## config.mk

```make
export PLATFORM = sky130hd
export DESIGN_NAME = pulse_burst_gen
export DESIGN_NICKNAME = d
export VERILOG_FILES = /design/src/rtl/pulse_burst_gen.sv
export SDC_FILE = /design/constraint.sdc
export NUM_CORES = 1
export LEC_CHECK = 0
export ABC_AREA = 1
export CAP_MARGIN = 0
export CELL_PAD_IN_SITES_DETAIL_PLACEMENT = 1
export CELL_PAD_IN_SITES_GLOBAL_PLACEMENT = 2
export CORE_ASPECT_RATIO = 0.9
export CORE_MARGIN = 2
export CORE_UTILIZATION = 31
export DETAILED_ROUTE_END_ITERATION = 8
export PLACE_DENSITY = 0.82
export SETUP_SLACK_MARGIN = 0.2
export SLEW_MARGIN = 20
export SYNTH_ARGS = -nofsm -noshare
export SYNTH_HDL_FRONTEND = slang
export SYNTH_SLANG_ARGS = --single-unit
```

## constraint.sdc

```tcl
create_clock -name i_clk -period 1.6 [get_ports i_clk]
set_input_delay 0.32 -clock i_clk [delete_from_list [all_inputs] [get_ports i_clk]]
set_output_delay 0.32 -clock i_clk [all_outputs]
set_load 0.02 [all_outputs]
```

## src/rtl/pulse_burst_gen.sv

```systemverilog
// Registered pulse-train transmitter: on request emits i_count pulses of HIGH_CYC
// cycles separated by LOW_CYC-cycle gaps, with start/busy/done handshake.
module pulse_burst_gen #(
  parameter int unsigned HIGH_CYC = 2,
  parameter int unsigned LOW_CYC  = 2,
  parameter int unsigned CNT_W    = 4
) (
  input  logic             i_clk,
  input  logic             i_rst_n,
  input  logic             i_start,
  input  logic [CNT_W-1:0] i_count,
  output logic             o_pulse,
  output logic             o_busy,
  output logic             o_done,
  output logic [CNT_W-1:0] o_sent
);

  localparam int unsigned MAX_CYC = (HIGH_CYC > LOW_CYC) ? HIGH_CYC : LOW_CYC;
  localparam int unsigned TMR_W   = (MAX_CYC > 1) ? $clog2(MAX_CYC) : 1;
  localparam logic [TMR_W-1:0] H_LAST = TMR_W'(HIGH_CYC - 1);
  localparam logic [TMR_W-1:0] L_LAST = TMR_W'(LOW_CYC - 1);

  typedef enum logic [1:0] {
    S_IDLE,
    S_HIGH,
    S_LOW,
    S_DONE
  } state_t;

  state_t           state, state_n;
  logic [TMR_W-1:0] timer, timer_n;
  logic [CNT_W-1:0] len, len_n;
  logic [CNT_W-1:0] sent, sent_n;
  logic             accept;

  always_comb begin
    state_n = state;
    timer_n = timer;
    len_n   = len;
    sent_n  = sent;
    accept  = i_start && ((state == S_IDLE) || (state == S_DONE));

    case (state)
      S_HIGH: begin
        if (timer == H_LAST) begin
          state_n = S_LOW;
          timer_n = '0;
          sent_n  = sent + 1'b1;
        end else begin
          timer_n = timer + 1'b1;
        end
      end
      S_LOW: begin
        if (timer == L_LAST) begin
          timer_n = '0;
          state_n = (sent < len) ? S_HIGH : S_DONE;
        end else begin
          timer_n = timer + 1'b1;
        end
      end
      S_DONE:  state_n = S_IDLE;
      default: state_n = S_IDLE;
    endcase

    if (accept) begin
      len_n   = i_count;
      sent_n  = '0;
      timer_n = '0;
      state_n = (i_count != '0) ? S_HIGH : S_DONE;
    end
  end

  // Outputs are flopped decodes of the current state, so they trail the state by one cycle.
  always_ff @(posedge i_clk or negedge i_rst_n) begin
    if (!i_rst_n) begin
      state   <= S_IDLE;
      timer   <= '0;
      len     <= '0;
      sent    <= '0;
      o_pulse <= 1'b0;
      o_busy  <= 1'b0;
      o_done  <= 1'b0;
      o_sent  <= '0;
    end else begin
      state   <= state_n;
      timer   <= timer_n;
      len     <= len_n;
      sent    <= sent_n;
      o_pulse <= (state == S_HIGH);
      o_busy  <= (state == S_HIGH) || (state == S_LOW);
      o_done  <= (state == S_DONE);
      o_sent  <= sent;
    end
  end

endmodule
```

* Word-level counts from Yosys, hierarchy flattened
Cells that the tools add are included.
Operators by class: eq/ne operators 5, muxes and demuxes 12, order comparisons 1, add/sub/neg operators 2, reduce and logical (&&, ||, !) cells 11
Operators with widths (count):
- two-way mux 4 bit | 3
- two-way mux 2 bit | 5
- inequality test 3 bit, second input constant | 2
- nonzero test 2 bit | 3
- adder 4 x 1 -> 4 bit, second input constant | 1
- == test 2 bit, second input constant | 2
- less-than comparator 4 bit | 1
- one-hot mux 2 bit (2 select lines) | 1
- AND reduction 2 bit | 2
- nonzero test 4 bit | 1
- two-way mux 1 bit | 3
- == test 2 x 1 -> 1 bit, second input constant | 1
- zero test 2 bit | 1
- logical OR 1 bit | 2
- OR reduction 2 bit | 1
- adder 1 bit, second input constant | 1
- logical AND 1 bit | 1
Storage, ports and cells: logic and storage cells 39, register bits 18, output and inout port bits 7

* Depth between registers and ports, before layout
word-level depth 5, depth in mapped cells 8, mapped depth without buffers 8

* Worst setup path after synthesis
No wires, ideal clock.
path type register -> register, from reg state[0], to reg state[1], data required time 1481 ps, setup time 119 ps, data arrival time 1260 ps, cell stages (with the launch flop) 9, setup slack 221 ps, buffers on the path 0, cells stage by stage dfrtp_1 > inv_1 > ha_1 > nand2_4 > nand2_1 > a21oi_2 > inv_2 > nor2_2 > a21oi_2
On the way: longest elaborated chain between the ends 5
RTL lines:
- start, declared | line 30 | state_t state, state_n;
- start signal, assigned | line 85 | state <= state_n;
- == test 2 bit / zero test 2 bit (equally long branches) | line 41 | accept = i_start && ((state == S_IDLE) || (state == S_DONE));
- logical OR 1 bit | line 41
- logical AND 1 bit | line 41
- inequality test 3 bit (no source line)
- AND reduction 2 bit (no source line)
Parallel ways exist; a longest one is shown, timed or not. A chain may end at the register's enable or synchronous reset.

* Final worst setup path
Same ends and word-level chain as after synthesis.

==> results.json <==
{
  "clkTransAtPathRegs_ns": 0.11,
  "place_congestion": 0.7202,
  "synth-xor-area-share_pct": 0,
  "maxSlewViolCount": 0,
  "rsz0062_at_grt": "yes",
  "synth_warnings": 0,
  "clockBufferDepth": 2,
  "setup_viol": 0,
  "outcome": "finished, violations left",
  "fin_util_pct": 45.16,
  "totalPowerFinal_mw": 0.7706,
  "use_met1_pct": 18.09,
  "violations": "design-rule violations",
  "synth_top_family_by_area": "compound AO/OA/AOI/OAI gates",
  "critical_path_required_ns": 1.80,
  "crit_path_end_kind": "register",
  "busiest_layer": "met2",
  "p_leak_nw": 0.5473,
  "drt_pass1_iterations": 6,
  "crit_path_top_delay_cell": "dfrtp_1",
  "hold_path_class": "input pin to async pin",
  "drive_gt1_share_pct": 27.03,
  "startpoint": "state[0]",
  "grt_max_degree": 19,
  "die_w_um": 58.61,
  "grt.total_usage_pct": 14.84,
  "critical_path_arrival_ns": 1.57,
  "synth_seq_cells": 18,
  "synth_fa_ha_area_share_pct": 10.53,
  "finalWorstSetupSlack_ns": 0.2223,
  "cp_max_fo": 7,
  "synth_cell_types": 15,
  "yosys.area_share.simple_pct": 13.08,
  "clock_sinks": 18,
  "drt-initial-drc-count": 8,
  "critical_path_class": "register to register",
  "yosysSeqAreaShare_pct": 54.14,
  "num_vias": 670,
  "grt_pass1_vias": 755,
  "fin_crit_sh_pct": 86.10,
  "fin_crit_ns": 1.378,
  "yosys-top-cells-count": "dfrtp_1, inv_1, nand2_1",
  "hold_violations": 0,
  "synth-compound-area-share_pct": 14.14,
  "nNetsFinal": 126,
  "reg2reg_slack_ns": 0.22,
  "synthTopCellsByArea": "dfrtp_1, ha_1, inv_1",
  "synthCells": 86,
  "drc": 3,
  "ioPinCount": 14,
  "cts_tree": "yes",
  "grt_first_pass_wirelength_um": 3387,
  "syn-num-nets": 100,
  "htree_levels": 1,
  "yosysTopAreaCellShare_pct": 54.14,
  "antenna_found_initial": 0,
  "dieArea_um2": 3115,
  "grt_overflow_total": 0,
  "clock_skew_ns": 0.002046,
  "num_rows": 17,
  "io_buffer_count": 13,
  "rr_startpoint": "state[0]",
  "dp_hpwl_um": 1331,
  "slew-limit-headroom_pct": 79.26,
  "synthMuxAreaShare_pct": 0,
  "antenna_left": 0,
  "critPathMaxStageDelay_ns": 0.41,
  "syn_area_per_cell_um2": 9.675,
  "num_antenna_cells": 0,
  "wl_per_cell_um": 13.88,
  "synthFlopType": "dfrtp_1",
  "avgViaCountPerCell": 4.820,
  "pre_cts_slack_ns": 0.06032,
  "crit_chain": "inv_2, ha_4, nand2_8, nand2_1, a21oi_2, inv_2, nor2_2, a21oi_2",
  "maxCapViolations": 0,
  "synth_area_leader_cell": "dfrtp_1",
  "powerDensity_nw_per_um2": 679.8,
  "synth_most_common_cell": "dfrtp_1",
  "die_h_um": 53.15,
  "clock-root-buffer": "clkbuf_4",
  "gr-usage-met3_pct": 5.379,
  "core_um2": 2510,
  "area_growth_pct": 36.24,
  "grtUsageMet2_pct": 25.66,
  "startpoint_type": "register",
  "max_slew.worst_pin.slew_ns": 0.3087,
  "initial_core_util_pct": 33.15,
  "cts_buffers": 3,
  "synth_edf_count": 0,
  "peakVddDrop_mv": 0.4979,
  "fin_setup_tns_ns": 0,
  "fmaxAchievable_ghz": 0.7259,
  "routed_wl_um": 1929,
  "cts-hold-fix-buffers": 0,
  "syn_area_um2": 832.0,
  "async_flop_share_pct": 100.0,
  "clk_latency_ns": 0.30,
  "hold_ws_ns": 0.3399
}
==> worst max-delay path, delay by kind of cell (launching register included) <==
kind | cells | cell delay [ns]
AND/OR/NAND/NOR | 3 | 0.28
buffers and inverters | 2 | 0.15
AO/OA/AOI/OAI | 2 | 0.21
adder cells (fa/ha/maj) | 1 | 0.23
flip-flops | 1 | 0.41
==> cells in the final DEF, fill, tap and decap left out <==
master | synthesis | final
a21oi_1 | 6 | 4
a21oi_2 | 3 | 5
buf_4 | 0 | 8
clkbuf_4 | 0 | 3
clkbuf_8 | 0 | 1
clkdlybuf4s50_1 | 0 | 6
clkinvlp_4 | 0 | 1
dfrtp_1 | 18 | 17
dfrtp_2 | 0 | 1
dlygate4sd2_1 | 0 | 7
ha_1 | 7 | 5
ha_4 | 0 | 2
inv_1 | 16 | 12
inv_2 | 2 | 4
inv_4 | 0 | 1
nand2_1 | 13 | 13
nand2_8 | 0 | 1
nand3_1 | 3 | 3
nor2_1 | 3 | 3
nor2_2 | 2 | 2
nor3_1 | 2 | 2
o21ai_0 | 7 | 7
o21ai_1 | 2 | 2
o21ai_4 | 1 | 1
==> routing by layer <==
layer  part of all wire, %  up-vias
met4                  0.67        0
met5                     0        -
met3                   5.4        2
li1                      -      322
met1                    44      334
met2                    50       12
==> kinds of logic after synthesis <==
logic type                 after synthesis
AOI/OAI and AO/OA                       19
and+or+nand+nor                         24
DFF                                     18
buffers and inverters                   18
adders and majority gates                7
==> through the flow <==
| stage | instance area [µm²] | cells |
|---|---|---|
| floorplan | 832.0 | 86 |
| global placement | 1005 | 128 |
| detailed placement | 1005 | 128 |
| CTS | 1094 | 138 |
| global route | 1134 | 139 |
| finish | 1134 | 139 |
==> state kept, by name, indices dropped and copies added (netlist names) <==
register  cells
o_sent        4
state         2
o_busy        1
timer         1
o_pulse       1
o_done        1
sent          4
len           4
==> layout make-up <==
cell class | count | area (µm²)
Fill cell | 292 | 1376
Sequential cell | 18 | 451.7
Multi-Input combinational cell | 50 | 355.3
Timing Repair Buffer | 21 | 181.4
Inverter | 18 | 73.82
Clock buffer | 4 | 36.28
Tap cell | 28 | 35.03
==> power by group <==
part	switching [mW]	internal [mW]	total, mW
clock	0.147	0.139	0.286
combinational	0.0145	0.0152	0.0297
sequential	0	0.455	0.455
==> final timing paths <==
kind                             end  cells past startpoint
hold / removal                len[2]                      2
max in group asynchronous   state[1]                      2
hold reg to reg            o_sent[0]                      0
setup / recovery            state[1]                      8
setup reg to reg            state[1]                      8
min in group i_clk         o_sent[0]                      0
==> what timing repair did <==
item                                    in CTS  in global routing
gates resized for setup                     12                  8
pin swaps                                    2                  0
buffers inserted                             6                  1
endpoints found under the hold margin        0                  0
endpoints found under the setup margin      14                  9
(Power assumes the default switching activity.)
==> edit: new RTL, same settings <==
Make the reset (`i_rst_n`) synchronous in one clocked block.
--- a/src/rtl/pulse_burst_gen.sv
+++ b/src/rtl/pulse_burst_gen.sv
@@ -73,3 +73,3 @@
   // Outputs are flopped decodes of the current state, so they trail the state by one cycle.
-  always_ff @(posedge i_clk or negedge i_rst_n) begin
+  always_ff @(posedge i_clk) begin
     if (!i_rst_n) begin
Function: differs if i_rst_n is asserted again (counterexample within 4 cycles, from zero or initial values and one cycle with i_rst_n low); with i_rst_n held inactive, the same outputs for 10 cycles.
==> edit against the unedited design <==
- worst setup slack improved by 0.037 ns
- wire length shrank 17%
- sequential cell count unchanged
- global-route usage shrank 2.5 points
- synthesized cell count is 20% higher
- sequential share of layout area down 4.4 points
- cell area fell by 9.9%
- area after synthesis decreased by 3.6%
- largest cell class is now multi-input gates
- highest routed layer is now met3
Power is not compared: it rests on default switching activity, and its combinational part moved more than twofold at a synthesized area within 25%.
==> edit: results (changes against the unedited design) <==
\begin{tabular}{lr}
\hline
Metric & Value \\
\hline
\multicolumn{2}{l}{\textbf{Status}} \\
\quad Status & finished clean (was complete, but fails checks) \\
\multicolumn{2}{l}{\textbf{Route}} \\
\quad Detailed-routed wire length on met3 & 89 um (was 104 um) \\
\quad Total length of routed met2 wires & 744 um (was 966 um) \\
\quad Highest routing layer actually used & met3 (was met4) \\
\quad Routed WL & 1610 um (was 1930 um) \\
\quad Drt initial violations & 9 (was 8) \\
\quad Detailed-routing wirelength on met1 & 774 um (was 844 um) \\
\multicolumn{2}{l}{\textbf{Hold path}} \\
\quad Class of the tightest hold or removal check & reg2reg (was in2async) \\
\multicolumn{2}{l}{\textbf{STA}} \\
\quad Worst Hold Margin & 0.458 ns (was 0.340 ns) \\
\quad Headroom to the max-slew limit & 0.847 (was 0.793) \\
\quad Post-route clock skew & 0.00250 ns (was 0.00205 ns) \\
\quad Maximum operating frequency & 746 MHz (was 726 MHz) \\
\multicolumn{2}{l}{\textbf{Layout}} \\
\quad Fraction of layout cells with a size suffix above 1 & 0.134 (was 0.270) \\
\quad Area fraction of clock buffers and clock inverters & 0.0221 (was 0.0320) \\
\quad Number of filler cells placed in the layout & 316 (was 292) \\
\quad Count of non-CTS inverters in the layout & 21 (was 18) \\
\quad Number of ordinary and repair buffers in the finished layout & 15 (was 21) \\
\multicolumn{2}{l}{\textbf{Synthesis}} \\
\quad Cells taking the most area after synthesis & dfxtp\_1 (45\%), ha\_1 (11\%), nand2\_1 (10\%) (was dfrtp\_1 (54\%), ha\_1 (11\%), inv\_1 (7.2\%)) \\
\quad Xor-xnor portion of the synthesized cell area & 0.0109 (was 0) \\
\quad Async S/R FF share, synth & 0 (was 1.00) \\
\quad Unique masters post-synth & 21 (was 15) \\
\quad Most common library cells after synthesis & nand2\_1 (22), inv\_1 (20), dfxtp\_1 (18), nor2\_1 (9), ha\_1 (7) (was dfrtp\_1 (18), inv\_1 (16), nand2\_1 (13), ha\_1 (7), o21ai\_0 (7)) \\
\quad Sequential fraction of the synthesis area & 0.449 (was 0.541) \\
\multicolumn{2}{l}{\textbf{Setup path}} \\
\quad Internal reg-to-reg setup slack & 0.26 ns (was 0.22 ns) \\
\quad CP max FO & 11 (was 7) \\
\quad Capture point of the worst path & state[1] (unchanged) \\
\multicolumn{2}{l}{\textbf{Global route}} \\
\quad Met1 track utilization from global routing & 0.144 (was 0.181) \\
\quad Number of global-route vias before repair & 643 (was 755) \\
\quad Largest net degree at the start of global routing & 12 (was 19) \\
\quad Wire length of the first global-routing pass & 2760 um (was 3390 um) \\
\multicolumn{2}{l}{\textbf{Placement}} \\
\quad Post-Place Cell Area & 962 um2 (was 1000 um2) \\
\quad Post-Place Worst Slack & 0.0621 ns (was 0.0603 ns) \\
\multicolumn{2}{l}{\textbf{Clock network}} \\
\quad Total of cells resized after clock tree synthesis & 8 (was 12) \\
\hline
\end{tabular}
## edit: changes by cell type in the layout (fill, tap and decap cells not counted), sizes merged, moves of 3 or more
cell / delta
a21oi: -3
buf: -6
dfxtp: +18
nand2: +11
inv: +4
o21ai: -7
dfrtp: -18
nor2: +5
## edit: metrics by stage
stage | std cells | power (mW)
final | 147 | 0.807
after floorplan | 103 | 0.546
after global routing | 147 | 0.857
after CTS | 146 | 0.814
after detailed placement | 143 | 0.584
after global placement | 143 | 0.581
## edit: critical path, cell delays in order, from the launching register on
cell     delay (ns)
dfxtp_2        0.36
inv_1          0.08
ha_4           0.32
nand2_8        0.08
nor2_4         0.10
nand3_1        0.06
and2_1         0.15
a21oi_1        0.12
## edit: logic make-up (layout without fill, tap and decap cells)
group	Yosys count	in the layout
and+or+nand+nor	43	43
buffers and inverters	23	39
DFF	18	18
AOI/OAI and AO/OA	11	11
adders and majority gates	7	7
xor gates and xnor gates	1	1
